### config.mk
export PLATFORM = sky130hd
export DESIGN_NAME = procyon_rob_store_retire
export DESIGN_NICKNAME = d
export VERILOG_FILES = /design/src/rtl/procyon_rob_store_retire.sv
export SDC_FILE = /design/constraint.sdc
export NUM_CORES = 1
export LEC_CHECK = 0
export ABC_CLOCK_PERIOD_IN_PS = 4900
export CAP_MARGIN = 20
export CORE_UTILIZATION = 35
export CTS_CLUSTER_DIAMETER = 40
export DETAILED_ROUTE_END_ITERATION = 6
export GPL_TIMING_DRIVEN = 0
export MAX_ROUTING_LAYER = met4
export PLACE_DENSITY = 0.74
export SYNTH_ARGS = -nofsm -noshare
export SYNTH_HDL_FRONTEND = slang
export SYNTH_SLANG_ARGS = --single-unit
export TNS_END_PERCENT = 10
### constraint.sdc
create_clock -name clk -period 4.9 [get_ports clk]
set_input_delay 0.735 -clock clk [delete_from_list [all_inputs] [get_ports clk]]
set_output_delay 0.735 -clock clk [all_outputs]
set_load 0.02 [all_outputs]
### src/rtl/procyon_rob_store_retire.sv
// ROB-side requester for store retirement.
// When the ROB head holds a completed store, this block sends a retire request
// and the latched tag to the store queue. It then waits for the OR-reduced ack,
// pops the ROB head for one cycle and counts the retired store.
// Optional watchdog: define PROCYON_ROB_STORE_RETIRE_TIMEOUT_EN to enable
// o_timeout. It is a sticky flag raised after OPTN_TIMEOUT_CYCLES REQ cycles
// without an ack.

module procyon_rob_store_retire #(
  parameter int unsigned OPTN_ROB_IDX_WIDTH  = 5,
  parameter int unsigned OPTN_CNT_WIDTH      = 16,
  parameter int unsigned OPTN_TIMEOUT_CYCLES = 64
) (
  input  logic                          clk,
  input  logic                          rst,
  input  logic                          i_flush,
  input  logic                          i_head_valid,
  input  logic                          i_head_rdy,
  input  logic                          i_head_is_store,
  input  logic [OPTN_ROB_IDX_WIDTH-1:0] i_head_tag,
  output logic                          o_rob_retire_en,
  output logic [OPTN_ROB_IDX_WIDTH-1:0] o_rob_retire_tag,
  input  logic                          i_rob_retire_ack,
  output logic                          o_rob_pop,
  output logic                          o_busy,
  output logic [OPTN_CNT_WIDTH-1:0]     o_store_retire_count,
  output logic                          o_timeout
);

  // The watchdog needs a nonzero limit; a zero limit would flag on entry.
  if (OPTN_TIMEOUT_CYCLES == 0) begin : g_cfg_check
    $error("OPTN_TIMEOUT_CYCLES must be nonzero");
  end

  typedef enum logic [1:0] {StIdle, StReq, StPop} state_e;

  state_e                          state_q, state_d;
  logic [OPTN_ROB_IDX_WIDTH-1:0]   tag_q, tag_d;
  logic [OPTN_CNT_WIDTH-1:0]       cnt_q, cnt_d;
  logic                            head_qualifies;
  logic                            start_req;

  // Only a completed, valid store at the head starts a retirement.
  // A flush in the same cycle suppresses it.
  assign head_qualifies = i_head_valid & i_head_rdy & i_head_is_store & ~i_flush;
  assign start_req      = (state_q == StIdle) & head_qualifies;

  // State register
  always_ff @(posedge clk) begin
    if (rst) begin
      state_q <= StIdle;
    end else begin
      state_q <= state_d;
    end
  end

  // Next-state: flush beats ack in REQ; POP always returns to IDLE
  always_comb begin
    state_d = state_q;
    unique case (state_q)
      StIdle: begin
        if (head_qualifies) state_d = StReq;
      end
      StReq: begin
        if (i_flush) begin
          state_d = StIdle;
        end else if (i_rob_retire_ack) begin
          state_d = StPop;
        end
      end
      StPop:   state_d = StIdle;
      default: state_d = StIdle;
    endcase
  end

  // Outputs decoded from the current state only
  always_comb begin
    o_rob_retire_en  = 1'b0;
    o_rob_retire_tag = '0;
    o_rob_pop        = 1'b0;
    o_busy           = 1'b0;
    unique case (state_q)
      StReq: begin
        o_rob_retire_en  = 1'b1;
        o_rob_retire_tag = tag_q;
        o_busy           = 1'b1;
      end
      StPop: begin
        o_rob_pop = 1'b1;
        o_busy    = 1'b1;
      end
      default: ;
    endcase
  end

  // Tag is captured once on entry to REQ, so head changes during the handshake are ignored
  always_comb begin
    tag_d = tag_q;
    cnt_d = cnt_q;
    if (start_req) tag_d = i_head_tag;
    if (state_q == StPop) cnt_d = cnt_q + OPTN_CNT_WIDTH'(1);
  end

  // Tag and retired-store counter registers
  always_ff @(posedge clk) begin
    if (rst) begin
      tag_q <= '0;
      cnt_q <= '0;
    end else begin
      tag_q <= tag_d;
      cnt_q <= cnt_d;
    end
  end

  assign o_store_retire_count = cnt_q;

`ifdef PROCYON_ROB_STORE_RETIRE_TIMEOUT_EN
  localparam int unsigned WaitW = $clog2(OPTN_TIMEOUT_CYCLES + 1);
  localparam logic [WaitW-1:0] WaitLimit = WaitW'(OPTN_TIMEOUT_CYCLES);

  logic [WaitW-1:0] wait_q, wait_d;
  logic             timeout_q, timeout_d;

  // Wait counter saturates at the limit; timeout is sticky until reset
  always_comb begin
    wait_d    = wait_q;
    timeout_d = timeout_q;
    if (start_req) begin
      wait_d = '0;
    end else if ((state_q == StReq) && !i_rob_retire_ack && (wait_q != WaitLimit)) begin
      wait_d = wait_q + WaitW'(1);
    end
    if (wait_d == WaitLimit) timeout_d = 1'b1;
  end

  // Watchdog registers
  always_ff @(posedge clk) begin
    if (rst) begin
      wait_q    <= '0;
      timeout_q <= 1'b0;
    end else begin
      wait_q    <= wait_d;
      timeout_q <= timeout_d;
    end
  end

  assign o_timeout = timeout_q;
`else
  assign o_timeout = 1'b0;
`endif

endmodule

==> impl_metrics.yaml, run 1 <==
outcome:
  outcome: "completed"
detailed_routing:
  post_drt_wl_per_cell_um: 12.8
  first_pass_iters: 4
  drt_wl_total_mm: 2.71
  vias_per_cell: 5.25
  num_vias: 1112
  ant_nets: 0
  drc: 0
  drt_iter0_drc: 65
min_path:
  min_path_type: "reg -> reg"
timing:
  grt_setup_unrepaired: "no"
  fin_crit_ns: 2.55
  final-hold-violation-count: 0
  drv_slew: 0
  skew_ns: 0.00908
  setup-violations-final: 0
  finalCritPeriodShare_pct: 52.0
  timing.setup.tns_ns: 0
  timing.fmax_mhz: 392
  layout_setup_ws_ns: 2.35
flow_run:
  maxCapViolCount: 0
placement:
  post_dp_cell_area_um2: 1550
  port_buffers: 34
  place_ws_ns: 2.72
  place_congestion: 0.789
  dp_hpwl_mm: 2.04
pwr:
  seqPwrFrac_pct: 60.2
  ir_drop_uv: 91.1
  pwr-share-clk_pct: 28.4
  cell_internal_pwr_w: 0.000238
  p_sw_w: 0.0000802
  p_comb_share_pct: 11.4
  swShare_pct: 25.2
  power_density_nw_per_um2: 201
  leakage_nw: 0.555
floorplan:
  die_h_um: 59.4
  coreArea_um2: 3100
  fp.dieW_um: 59.4
  ios: 37
  rows: 20
  initial_core_util_pct: 37.2
  dieArea_um2: 3530
clock_tree:
  cts-root-buf: "clkbuf_4"
  clk_pin_slew_ns: 0.14
  postCtsHoldBufs: 0
  htreeDepth: 1
  cts_resized: 0
  cts_tree: "yes"
  post-cts-setup-buffers: 0
  cts_buffers: 3
  clock_latency_ns: 0.31
  cts_buffer_depth: 2
  cts_sinks: 23
yosys:
  syn_area_um2: 1150
  synth_seq_cells: 23
  yosys_warnings: 0
  synth_fa_ha_area_share_pct: 4.33
  synth_compound_area_share_pct: 13.0
  ys.flop_type: "dfxtp_1"
  synth_cell_types: 32
  synthMuxAreaShare_pct: 5.74
  synthArstFlopShare_pct: 0
  synth_xor_area_share_pct: 3.03
  synth_edf_count: 0
  syn-num-nets: 146
  synth_top_family_by_area: "simple AND/OR/NAND/NOR gates"
  seq_area_frac_synth_pct: 39.9
  synth_area_per_cell_um2: 8.88
  syn-instance-count: 130
  yosys.area_share.simple_pct: 28.6
finish:
  fin_nets: 185
  drive_above_1_share_pct: 7.74
  num-fill-cells: 316
  area_growth_pct: 36.6
  stdcell_area_um2: 1580
  multi_input_area_um2: 636
  register_area_um2: 460
  antenna_cells: 0
  final_util_pct: 50.8
critical_path:
  r2r_start: "state_q[0]$_SDFFE_PP0P_"
  startpoint: "state_q[1]$_SDFFE_PP0P_"
  reg2reg_to: "o_store_retire_count[13]$_SDFFE_PP0P_"
  worstSetupPathType: "reg -> out"
  crit_arrival_ns: 1.81
  path_max_fanout: 8
  r2r_cells: 6
  cp-endpoint: "o_rob_retire_tag[2]"
  worstPathRequired_ns: 4.16
  cp-end-kind: "output pin"
  rrSetupSlack_ns: 3.08
  crit_path_start_kind: "register"
global_routing:
  grt.overflow.total: 0
  grt_use_total_pct: 17.4
  grt_pass1_wl_mm: 4.53
  grt_pass1_vias: 1059
  antenna_found_initial: 0
  grt_max_degree: 14
==> registers in the layout (all words and copies together) (netlist names) <==
register and count:
o_store_retire_count 16, state_q 2, tag_q 5
==> worst min path at each step <==
stage	start	to	slack (ns)	cells past startpoint
after CTS	tag_q[1]$_SDFFE_PP0P_	tag_q[1]$_SDFFE_PP0P_	0.50	2
after floorplan	tag_q[0]$_SDFFE_PP0P_	tag_q[0]$_SDFFE_PP0P_	0.45	2
final	tag_q[1]$_SDFFE_PP0P_	tag_q[1]$_SDFFE_PP0P_	0.50	2
after detailed placement	tag_q[1]$_SDFFE_PP0P_	tag_q[1]$_SDFFE_PP0P_	0.48	2
after global placement	tag_q[1]$_SDFFE_PP0P_	tag_q[1]$_SDFFE_PP0P_	0.46	2
after global routing	tag_q[4]$_SDFFE_PP0P_	tag_q[4]$_SDFFE_PP0P_	0.53	2
==> worst max-delay path, cell delays in order, from the launching register on <==
cell and delay [ns]:
dfxtp_1 0.34, inv_1 0.09, ha_1 0.30, and2_1 0.17
clkdlybuf4s50_1 0.61
==> cell usage after synthesis, types with 2 or more instances <==
master | count | area (um^2)
a211oi_1 | 2 | 15.0
ha_1 | 4 | 50.1
nor2_1 | 10 | 37.5
or3_1 | 2 | 12.5
nand2_1 | 4 | 15.0
o21ai_0 | 8 | 40.0
nand3_2 | 2 | 20.0
nor4_1 | 5 | 31.3
buf_2 | 2 | 10.0
o31ai_1 | 4 | 30.0
nand4_1 | 3 | 18.8
and2_1 | 5 | 31.3
buf_1 | 2 | 7.51
nand3_1 | 7 | 35.0
xor2_1 | 3 | 26.3
a21oi_1 | 13 | 65.1
nor2b_1 | 6 | 37.5
or4_1 | 4 | 30.0
dfxtp_1 | 23 | 460
mux2_1 | 5 | 56.3
inv_1 | 5 | 18.8
==> stage by stage <==
stage                     hold WS [ns]  instances  total power [W]
final                            0.497        212         0.000318
after global routing             0.525        212         0.000331
after CTS                        0.496        212         0.000321
after detailed placement         0.475        208         0.000232
after global placement           0.458        208         0.000230
after floorplan                  0.449        130         0.000215
==> routing by layer <==
metal	track usage [%]	part of all wire, %
met5	-	0
met4	7.14	0.92
met3	3.28	5.5
met2	30.2	51
met1	19.4	43
==> final cells by class <==
class                   instances  share of cell area, %
repair buffers                 34                   21.6
inverters                       5                   1.19
multi-input cells              95                   40.3
flip-flops and latches         23                   29.2
clock buffers                   3                   1.43
clock inverters                 1                  0.317
well taps                      44                   3.49
plain buffers                   7                   2.54
==> cells in the final DEF, fill, tap and decap left out, types with 2 or more instances in the layout <==
cell type,synthesis,routed
nand3_2,2,2
clkbuf_4,0,3
or3_1,2,2
xor2_1,3,3
mux2_1,5,5
nor4_1,5,5
nand2_1,4,4
o21ai_0,8,8
and2_1,5,5
buf_1,2,2
nor2b_1,6,6
nor2_1,10,10
dfxtp_1,23,23
buf_2,2,2
nand3_1,7,7
a211oi_1,2,2
ha_1,4,4
or4_1,4,4
inv_1,5,5
a21oi_1,13,13
o31ai_1,4,4
clkdlybuf4s50_1,0,34
nand4_1,3,3
==> kinds of logic (layout without fill, tap and decap cells) <==
family,count (synthesis),after routing
compound gates,27,27
mux,6,6
fa+ha+maj,4,4
simple gates,53,53
other cells,1,1
buf+inv,12,50
flops,23,23
xor+xnor,4,4
==> power by group through the flow <==
stage                     registers (W)  clock network, W  logic [W]
after detailed placement       0.000195                 0  0.0000362
after CTS                      0.000191         0.0000936  0.0000364
after floorplan                0.000196                 0  0.0000190
final                          0.000191         0.0000902  0.0000363
after global routing           0.000192         0.0000999  0.0000396
after global placement         0.000195                 0  0.0000349
Note: power is estimated with default switching activity, not from simulation.
==> run 2, diff against run 1 <==
Settings changed: ABC_CLOCK_PERIOD_IN_PS 4900 to 2100, PLACE_DENSITY 0.74 to 0.77.
Clock period 4.9 ns to 2.1 ns, I/O delays scaled along.
==> run 2 against run 1 <==
Critical path depth fell by 1. Worst hold slack got worse by 0.10 ns. Register-to-register slack worse by 2.8 ns. Largest cell class unchanged. Largest power group unchanged.
==> impl_metrics.yaml, run 2 (synthesis results as in run 1) <==
critical_path:
  crit_chain: "inv_1 -> ha_1 -> clkdlybuf4s50_1"
  worstPathRequired_ns: 1.78
  startpoint: "state_q[0]$_SDFFE_PP0P_"
  worstSetupPathType: "reg -> out"
  cpMaxStageDelayCell: "clkdlybuf4s50_1"
  path_max_fanout: 3
  crit_path_start_kind: "register"
  cp_top_family: "buffers and inverters"
  crit_arrival_ns: 1.67
  r2r_start: "state_q[0]$_SDFFE_PP0P_"
  cp-end-kind: "output pin"
  critPathMaxStageDelay_ns: 0.60
  path_buf_inv: 2
timing:
  holdWs_ns: 0.395
  final-hold-violation-count: 0
  timing.fmax_mhz: 504
  layout_setup_ws_ns: 0.117
  fin_crit_ns: 1.98
  setup-violations-final: 0
  timing.setup.tns_ns: 0
  grt_setup_unrepaired: "no"
  finalCritPeriodShare_pct: 94.4
  drv_slew: 0
  skew_ns: 0.00699
global_routing:
  grt_max_degree: 14
  grt.overflow.total: 0
  grt_pass1_wl_mm: 4.54
  antenna_found_initial: 0
  grt_pass1_vias: 1054
  grt_use_total_pct: 17.2
placement:
  dp_hpwl_mm: 1.96
  place_ws_ns: 0.302
  port_buffers: 34
  place_congestion: 0.760
finish:
  antenna_cells: 0
  area_growth_pct: 37.6
  final_util_pct: 51.2
  mostFrequentLayoutCell: "clkdlybuf4s50_1"
  register_area_um2: 460
  multi_input_area_um2: 638
  largest_register_ffs: 16
  num-fill-cells: 313
  fin_nets: 185
  most-common-layout-cells: "clkdlybuf4s50_1 (29), dfxtp_1 (23), a21oi_1 (13)"
  drive_above_1_share_pct: 8.33
clock_tree:
  cts_buffers: 3
  cts_tree: "yes"
  clock_latency_ns: 0.31
  post-cts-setup-buffers: 0
  cts_buffer_depth: 2
  cts-root-buf: "clkbuf_4"
  htreeDepth: 1
  postCtsHoldBufs: 0
  clk_pin_slew_ns: 0.13
  cts_sinks: 23
min_path:
  hold_start: "rst"
  min_path_type: "in -> reg"
detailed_routing:
  vias_per_cell: 5.24
  post_drt_wl_per_cell_um: 12.5
  first_pass_iters: 4
  drt_wl_total_mm: 2.66
  ant_nets: 0
  drt_iter0_drc: 71
  drc: 0
  num_vias: 1110
floorplan:
  ios: 37
  coreArea_um2: 3100
  die_h_um: 59.4
  dieArea_um2: 3530
  fp.dieW_um: 59.4
  initial_core_util_pct: 37.2
  rows: 20
pwr:
  ir_drop_uv: 305
  power_density_nw_per_um2: 465
  total_power_w: 0.000739
  leakage_nw: 0.633
flow_run:
  maxCapViolCount: 0
outcome:
  outcome: "completed"
## run 2: per-layer routing
metal | share of wire [%] | vias up | GRT usage [%] | wire length (um)
met3 | 7.3 | 4 | 4.59 | 193
met2 | 50 | 45 | 29.5 | 1320
li1 | - | 544 | - | -
met5 | 0 | - | - | 0
met1 | 42 | 517 | 19.4 | 1120
met4 | 0.87 | 0 | 5.10 | 23
## run 2: final timing paths
path         cells after the start  slack, ns                                    end
max                              3       0.12                                 o_busy
max reg2reg                      6       0.30  o_store_retire_count[15]$_SDFFE_PP0P_
min reg2reg                      2       0.49                  tag_q[4]$_SDFFE_PP0P_
min                              3       0.40  o_store_retire_count[11]$_SDFFE_PP0P_
## run 2: power breakdown
group,internal [W],total (W),switching [W]
combinational,0.0000414,0.0000844,0.0000430
clock,0.0000712,0.000208,0.000136
sequential,0.000442,0.000447,0.00000471
total,0.000554,0.000739,0.000184
## run 2: what timing repair did
action                                  CTS  global route
endpoints found under the setup margin    5             4
resized for setup                         2             4
pin swaps                                 0             0
## run 2: area by class of cell
class | instances | area share, %
well taps | 44 | 3.46
clock inverters | 1 | 0.315
plain buffers | 7 | 2.52
flip-flops and latches | 23 | 29.0
inverters | 5 | 1.18
repair buffers | 34 | 22.0
multi-input cells | 95 | 40.2
clock buffers | 3 | 1.42
## run 2: worst reg2reg max path, delay by kind of cell (launching register included)
family	cells	cell delay, ns
flip-flops	1	0.36
buffers and inverters	2	0.28
adder cells (fa/ha/maj)	1	0.16
multiplexers	1	0.35
AND/OR/NAND/NOR	2	0.55
## run 2: stage by stage
step | cell area, um^2 | std cells
CTS | 1580 | 212
detailed placement | 1550 | 208
floorplan | 1150 | 130
finish | 1590 | 212
global placement | 1550 | 208
global route | 1590 | 212
